## src/rtl/operand_b_select_stage_pkg.sv

```systemverilog
// Shared mode encoding for the channel-B operand selector and its decoder.
package operand_b_select_stage_pkg;

  localparam int MODE_WIDTH = 2;

  localparam logic [MODE_WIDTH-1:0] MODE_PASS_B   = 2'd0;
  localparam logic [MODE_WIDTH-1:0] MODE_ZERO_EXT = 2'd1;
  localparam logic [MODE_WIDTH-1:0] MODE_SIGN_EXT = 2'd2;
  localparam logic [MODE_WIDTH-1:0] MODE_SCALED   = 2'd3;

endpackage

```

## src/rtl/operand_b_select_stage_skid_register.sv

```systemverilog
// Two-entry valid/ready skid buffer; in_ready is purely registered so there is
// no combinational path from out_ready back to the upstream stage.
module skid_register #(
  parameter int W = 8
) (
  input  logic         clock,
  input  logic         reset,
  input  logic         in_valid,
  output logic         in_ready,
  input  logic [W-1:0] in_data,
  output logic         out_valid,
  input  logic         out_ready,
  output logic [W-1:0] out_data
);

  logic         main_valid_q, main_valid_d;
  logic         skid_valid_q, skid_valid_d;
  logic [W-1:0] main_data_q, main_data_d;
  logic [W-1:0] skid_data_q, skid_data_d;
  logic         ready_q;
  logic         accept;
  logic         main_free;

  assign in_ready  = ready_q;
  assign out_valid = main_valid_q;
  assign out_data  = main_data_q;

  assign accept    = in_valid & ready_q;
  assign main_free = ~main_valid_q | out_ready;

  always_comb begin
    main_valid_d = main_valid_q;
    main_data_d  = main_data_q;
    skid_valid_d = skid_valid_q;
    skid_data_d  = skid_data_q;
    if (main_free) begin
      if (skid_valid_q) begin
        main_valid_d = 1'b1;
        main_data_d  = skid_data_q;
        if (accept) begin
          skid_data_d = in_data;
        end else begin
          skid_valid_d = 1'b0;
        end
      end else if (accept) begin
        main_valid_d = 1'b1;
        main_data_d  = in_data;
      end else begin
        // Data is left untouched so the outputs hold their last value.
        main_valid_d = 1'b0;
      end
    end else if (accept) begin
      skid_valid_d = 1'b1;
      skid_data_d  = in_data;
    end
  end

  always_ff @(posedge clock or negedge reset) begin
    if (!reset) begin
      main_valid_q <= 1'b0;
      main_data_q  <= '0;
      skid_valid_q <= 1'b0;
      skid_data_q  <= '0;
      ready_q      <= 1'b0;
    end else begin
      main_valid_q <= main_valid_d;
      main_data_q  <= main_data_d;
      skid_valid_q <= skid_valid_d;
      skid_data_q  <= skid_data_d;
      ready_q      <= ~skid_valid_d;
    end
  end

endmodule

```

## src/rtl/operand_b_select_stage.sv

```systemverilog
// Channel-B operand selector: picks register data or an extended/scaled offset
// and registers it, with its tag and source flag, behind a skid buffer.
module operand_b_select_stage
  import operand_b_select_stage_pkg::*;
#(
  parameter int DATA_WIDTH   = 32,
  parameter int OFFSET_WIDTH = 12,
  parameter int SCALE_SHIFT  = 2,
  parameter int TAG_WIDTH    = 4
) (
  input  logic                    clock,
  input  logic                    reset,
  input  logic                    in_valid,
  output logic                    in_ready,
  input  logic [MODE_WIDTH-1:0]   mode,
  input  logic [DATA_WIDTH-1:0]   input_channel_B,
  input  logic [OFFSET_WIDTH-1:0] Offset,
  input  logic [TAG_WIDTH-1:0]    in_tag,
  output logic                    out_valid,
  input  logic                    out_ready,
  output logic [DATA_WIDTH-1:0]   updated_channel_B,
  output logic [TAG_WIDTH-1:0]    out_tag,
  output logic                    out_is_offset
);

  localparam int W = DATA_WIDTH + TAG_WIDTH + 1;

  logic [DATA_WIDTH-1:0] zero_ext;
  logic [DATA_WIDTH-1:0] sign_ext;
  logic [DATA_WIDTH-1:0] operand;
  logic [W-1:0]          pack_in;
  logic [W-1:0]          pack_out;

  assign zero_ext = {{(DATA_WIDTH-OFFSET_WIDTH){1'b0}}, Offset};
  assign sign_ext = {{(DATA_WIDTH-OFFSET_WIDTH){Offset[OFFSET_WIDTH-1]}}, Offset};

  always_comb begin
    operand = input_channel_B;
    case (mode)
      MODE_PASS_B:   operand = input_channel_B;
      MODE_ZERO_EXT: operand = zero_ext;
      MODE_SIGN_EXT: operand = sign_ext;
      MODE_SCALED:   operand = zero_ext << SCALE_SHIFT;
      default:       operand = input_channel_B;
    endcase
  end

  assign pack_in = {(mode != MODE_PASS_B), in_tag, operand};

  skid_register #(
    .W(W)
  ) u_skid (
    .clock    (clock),
    .reset    (reset),
    .in_valid (in_valid),
    .in_ready (in_ready),
    .in_data  (pack_in),
    .out_valid(out_valid),
    .out_ready(out_ready),
    .out_data (pack_out)
  );

  assign updated_channel_B = pack_out[DATA_WIDTH-1:0];
  assign out_tag           = pack_out[DATA_WIDTH +: TAG_WIDTH];
  assign out_is_offset     = pack_out[W-1];

endmodule

```

## config.mk

```make
export PLATFORM = sky130hd
export DESIGN_NAME = operand_b_select_stage
export DESIGN_NICKNAME = d
export VERILOG_FILES = /design/src/rtl/operand_b_select_stage_pkg.sv /design/src/rtl/operand_b_select_stage_skid_register.sv /design/src/rtl/operand_b_select_stage.sv
export SDC_FILE = /design/constraint.sdc
export NUM_CORES = 1
export LEC_CHECK = 0
export ABC_CLOCK_PERIOD_IN_PS = 1800
export BUFFER_PORTS_ARGS = -buffer_cell sky130_fd_sc_hd__buf_2
export CORE_MARGIN = 1.5
export CORE_UTILIZATION = 45
export DETAILED_ROUTE_END_ITERATION = 7
export PLACE_DENSITY = 0.68
export SLEW_MARGIN = 20
export SYNTH_ARGS = -nofsm -noshare
export SYNTH_HDL_FRONTEND = slang
export SYNTH_SLANG_ARGS = --single-unit
```

## constraint.sdc

```tcl
create_clock -name clock -period 1.8 [get_ports clock]
set_input_delay 0 -clock clock [delete_from_list [all_inputs] [get_ports clock]]
set_output_delay 0 -clock clock [all_outputs]
set_load 0.02 [all_outputs]
```

* Word-level counts from Yosys, hierarchy flattened
Cells that the tools add are included.
Storage, ports and cells: word-level logic and storage cells 28, register bits after elaboration 77, output and inout bits 39, input port bits 54
Cells by class: reduce and logical (&&, ||, !) cells 4, multiplexer cells 11, eq/ne operators 4, bitwise logic cells 4
Operator list (number):
- two-way mux 37 bit | 5
- one-hot mux 32 bit (4 select lines) | 1
- two-way mux 1 bit | 5
- == test 2 bit (second input constant) | 2
- nonzero test 2 bit | 2
- == test 2 x 1 -> 1 bit (second input constant) | 1
- zero test 2 bit | 1
- inequality test 2 x 1 -> 1 bit (second input constant) | 1
- inverter 1 bit | 2
- AND reduction 2 bit | 1
- bitwise AND 1 bit | 1
- OR 1 bit | 1

* Logic depth before layout (Yosys ltp)
word-level depth 5, depth in mapped cells 6, gate-level depth less buffers 3

* Hierarchy
A second synthesis with hierarchy kept.
Unflattened totals: cell total of the unflattened synthesis 295, area total of the unflattened synthesis 4045.1 µm²
Modules (own cells, without submodules):
- skid_register | seq. area each 1926.8 µm², instances 1, area each 3363.2 µm², cells an instance 207
- operand_b_select_stage | seq. area each 0.0 µm², instances 1, area each 681.9 µm², cells an instance 88

* Least setup slack after synthesis
Ideal clock, no wire load.
path type register -> register, from reg u_skid.main_valid_q (netlist: u_skid.out_valid), to reg u_skid.skid_data_q[31], setup slack 0.265 ns, library setup time 0.125 ns, required time 1.675 ns, cell stages (with the launch flop) 6, period minus slack after synthesis 1.535 ns, buffers on the path 2, arrival time 1.410 ns, cells stage by stage dfrtp_1 nor2b_4 buf_6 o211ai_2 buf_4 mux2_2
On the way: word-level cells in the longest chain between the ends 3, elaborated cells between the ends (all ways) 4, those cells by class eq/ne: 1; mux: 1; bitwise: 2
RTL lines:
- start, declared | line operand_b_select_stage_skid_register.sv:16 | logic main_valid_q, main_valid_d;
- start signal, assigned | line operand_b_select_stage_skid_register.sv:66 | main_valid_q <= main_valid_d;
- inverter 1 bit (*) | line operand_b_select_stage_skid_register.sv:29 | assign main_free = ~main_valid_q | out_ready;
- OR 1 bit (*) | line operand_b_select_stage_skid_register.sv:29
- inequality test 2 x 1 -> 1 bit (no line) / two-way mux 37 bit (equally long branches)
- end signal, assigned | line operand_b_select_stage_skid_register.sv:69 | skid_data_q <= skid_data_d;
- end, declared | line operand_b_select_stage_skid_register.sv:19 | logic [W-1:0] skid_data_q, skid_data_d;
Every way passes the cells marked *; elsewhere a longest branch is shown, timed or not. A chain may end at the register's enable or synchronous reset.

* Worst setup path after layout
from reg u_skid.skid_valid_q, to reg u_skid.main_data_q[14] (netlist: u_skid.out_data[14])
On the way: word-level cells in the longest chain between the ends 2, elaborated cells between the ends (all ways) 3, those cells by class mux: 1; reduce/logical: 2
RTL lines:
- start, declared | line operand_b_select_stage_skid_register.sv:17 | logic skid_valid_q, skid_valid_d;
- start signal, assigned | line operand_b_select_stage_skid_register.sv:68 | skid_valid_q <= skid_valid_d;
- nonzero test 2 bit (no line)
- AND reduction 2 bit (no line)
- end signal, assigned | line operand_b_select_stage_skid_register.sv:67 | main_data_q <= main_data_d;
- end, declared | line operand_b_select_stage_skid_register.sv:18 | logic [W-1:0] main_data_q, main_data_d;
Parallel ways exist; a longest one is shown, timed or not.

==> results.md <==
* Filler instances at between 700 and 800
* Syn avg cell area at 11.2 sq um
* Reg-to-reg startpoint: u_skid.skid_valid_q$_DFF_PN0_
* Cell count after synthesis at around 370
* Synth area leaders: dfrtp_1, mux2i_1, mux2_2
* Nets at about 500
* CTS clk-pin slew, worst paths at roughly 0.070 ns
* Synth cell types at 37
* Clock root buffer: clkbuf_8
* Number of gates resized after CTS at 0
* Placer Congestion at 0.808
* Status: complete, but fails checks
* Num rows at 34
* Number of global-route vias before repair at 3,200
* Clock H-tree levels at 3
* Worst-case clock buffer depth at 2
* DRC at 8
* Setup crit end kind: flop
* Post-synthesis cell area at 4110 sq um
* Tmin final at about 1.5 ns
* Hold EP: u_skid.skid_data_q[0]$_DFFE_PN0P_
* DRT iter0 DRCs at 190
* Critical-path top delay cell: dfrtp_2
* Worst hold start: Offset[0]
* Post-synth top area share at 46.9%
* GR Overflow Total at 0
* Die footprint at between 9000 and 10,000 sq um
* Max Fanout on Critical Path at 18
* Total negative setup slack at 0 ns
* Routed len/inst at 16.4 um
* Synth Net Count at 420
* N_diodes at 0
* Most frequent cells in the layout: buf_2, dfrtp_1, mux2i_1
* Hold buffers post-CTS at 8
* Port-buffer cells at 92
* Final Util at 55.9%
* Commonest non-fill, non-tap cell in the layout: buf_2
* Data arrival, critical path at 1.76 ns
* Clk sinks at 77
* Initial cell density of the core at ~47%
* Worst-margin pin slew at 0.488 ns
* Max_cap viols at 0
* VDD IR max at 0.789 mV
* Failing checks: design-rule violations
* R2R Setup Slk at 0.30 ns
* CP Launch Type: flop
* Area delta synth->final at 19.7%
* PwrDens at 1630 nW/um^2
* TritonCTS buffer count at 9
* Worst hold stages at 3
* Die width at 98.6 um
* Register bit total from synthesis at 77
* Fmax at 666 MHz
* I/O pins at 93
* First-pass DRT Iterations at 8
* GRT Total Usage at 20.3%
* Reg area at 1930 sq um
* Initial antenna violation count at 0
* CTS tree: yes
* Critical path data required time at 2.06 ns
* Worst path cell trace: a21oi_4 > buf_4 > a211oi_1 > a2bb2oi_1
* Number of synthesized flops with an enable pin at 0
* First-pass GRT wire length at 15,900 um
* Leak Pwr at roughly 2.3 nW
* Ys Warns at 0
* Cell taking the most area after synthesis: dfrtp_1
* Post-synthesis sequential area ratio at a little under half
* Hold Fails Final Rpt at 0
* Normalized max-slew margin at 67.5%
* Clk_skew at 0.0128 ns
* Post-Route WL at 9330 um
* Reg2Reg Depth at 4
* Layout cells sized above 1 at 35.5%
* Core Area at 8810 sq um
* Max Slew Vio Count at 0
* Area of the multi-input gates at 1920 sq um
* Die Y at 98.6 um
* Top_reg_cell synth: dfrtp_1
* Fraction of registers with async set/reset at 100%
* Final setup viols at 0
* Reg2reg end: u_skid.out_data[14]$_DFFE_PN0P_
* Vias/cell at 5.66
* Via total after detailed routing at approximately 3,200
* Post-CTS Setup Bufs at 0
* RSZ-0062 raised after global routing: false
* Clk Latency, worst-skew pair at about 0.34 ns
* Remaining antenna violation count at 0
* Worst path max stage delay at around 0.5 ns
* Min-Delay Path Class: in -> reg
* DPL Wire Length at 6520 um
* CP Class: reg -> reg
* Largest net degree at the start of global routing at 42
* Part of the cycle the worst path needs at 83.4%
registers in the layout, summed over array words and instances (netlist names):
name                 count
u_skid.skid_valid_q      1
u_skid.skid_data_q      37
u_skid.out_data         37
u_skid.out_valid         1
u_skid.in_ready          1
metrics by stage:
| stage | worst slack (ns) | cells | power [W] | hold slack, ns | cell area, sq um |
|---|---|---|---|---|---|
| floorplan | 0.265 | 366 | 0.00570 | -0.296 | 4110 |
| detailed placement | 0.315 | 546 | 0.00677 | -0.00470 | 4650 |
| global route | 0.179 | 570 | 0.00860 | 0.0418 | 4920 |
| global placement | 0.347 | 546 | 0.00669 | -0.00198 | 4650 |
| CTS | 0.300 | 570 | 0.00809 | 0.0283 | 4920 |
| finish | 0.299 | 570 | 0.00804 | 0.0368 | 4920 |
cell families (layout without fill, tap and decap cells):
group / count (synthesis) / count (layout) / share of synthesized area (%)
multiplexers: 72 / 72 / 18.6
AO/OA/AOI/OAI: 119 / 119 / 20.6
buffers and inverters: 50 / 146 / 6.81
XOR/XNOR: 1 / 1 / 0.213
flip-flops: 77 / 77 / 46.9
AND/OR/NAND/NOR: 47 / 47 / 6.97
how the worst max path moves through the flow:
stage / slack (ns) / end / start / depth (start not counted)
2_1_floorplan: 0.27 / u_skid.skid_data_q[31]$_DFFE_PN0P_ / u_skid.out_valid$_DFFE_PN0N_ / 5
6_report: 0.30 / u_skid.out_data[14]$_DFFE_PN0P_ / u_skid.skid_valid_q$_DFF_PN0_ / 4
4_1_cts: 0.30 / u_skid.out_data[30]$_DFFE_PN0P_ / u_skid.skid_valid_q$_DFF_PN0_ / 4
3_3_place_gp: 0.35 / u_skid.skid_data_q[35]$_DFFE_PN0P_ / u_skid.skid_valid_q$_DFF_PN0_ / 3
5_1_grt: 0.18 / u_skid.out_data[14]$_DFFE_PN0P_ / u_skid.skid_valid_q$_DFF_PN0_ / 4
3_5_place_dp: 0.32 / u_skid.skid_data_q[35]$_DFFE_PN0P_ / u_skid.skid_valid_q$_DFF_PN0_ / 3
critical path, delay by kind of cell (launching register included):
family,cells,cell delay [ns]
AOI/OAI and AO/OA,3,0.60
buffers and inverters,1,0.32
DFF,1,0.50
routing by layer:
layer / track usage (%) / wire length [um] / vias up
li1: - / - / 1534
met1: 29.0 / 4420 / 1591
met2: 31.6 / 4320 / 91
met3: 3.33 / 448 / 11
met4: 6.92 / 146 / 0
met5: 0 / 0 / -
synthesized netlist by cell type (2+ instances only):
library cell	n
a211oi_1	18
a221oi_1	2
o211ai_1	12
buf_6	5
buf_4	7
clkbuf_1	13
a2bb2oi_1	20
a21oi_1	18
dfrtp_1	77
inv_1	13
nand2b_1	19
a211o_1	19
nor2b_1	3
a22o_1	2
mux2_2	33
o21ai_0	24
mux2i_1	38
nand3_1	13
nand2_1	3
buf_2	10
where the power goes:
part	total (W)	switching (W)	internal, W
Clock	0.00129	0.000618	0.000676
Combinational	0.00370	0.00208	0.00161
Sequential	0.00304	0.000483	0.00256
Total	0.00804	0.00319	0.00485
area by class of cell:
type                       count  share of cell area [%]
sequential                    77                    39.2
multi-input combinational    239                    39.0
timing repair buffer         117                    14.1
clock buffer                  12                    2.95
tap                          108                    2.75
inverter                      13                   0.991
clock inverter                 4                   0.966
(Power assumes the default switching activity.)
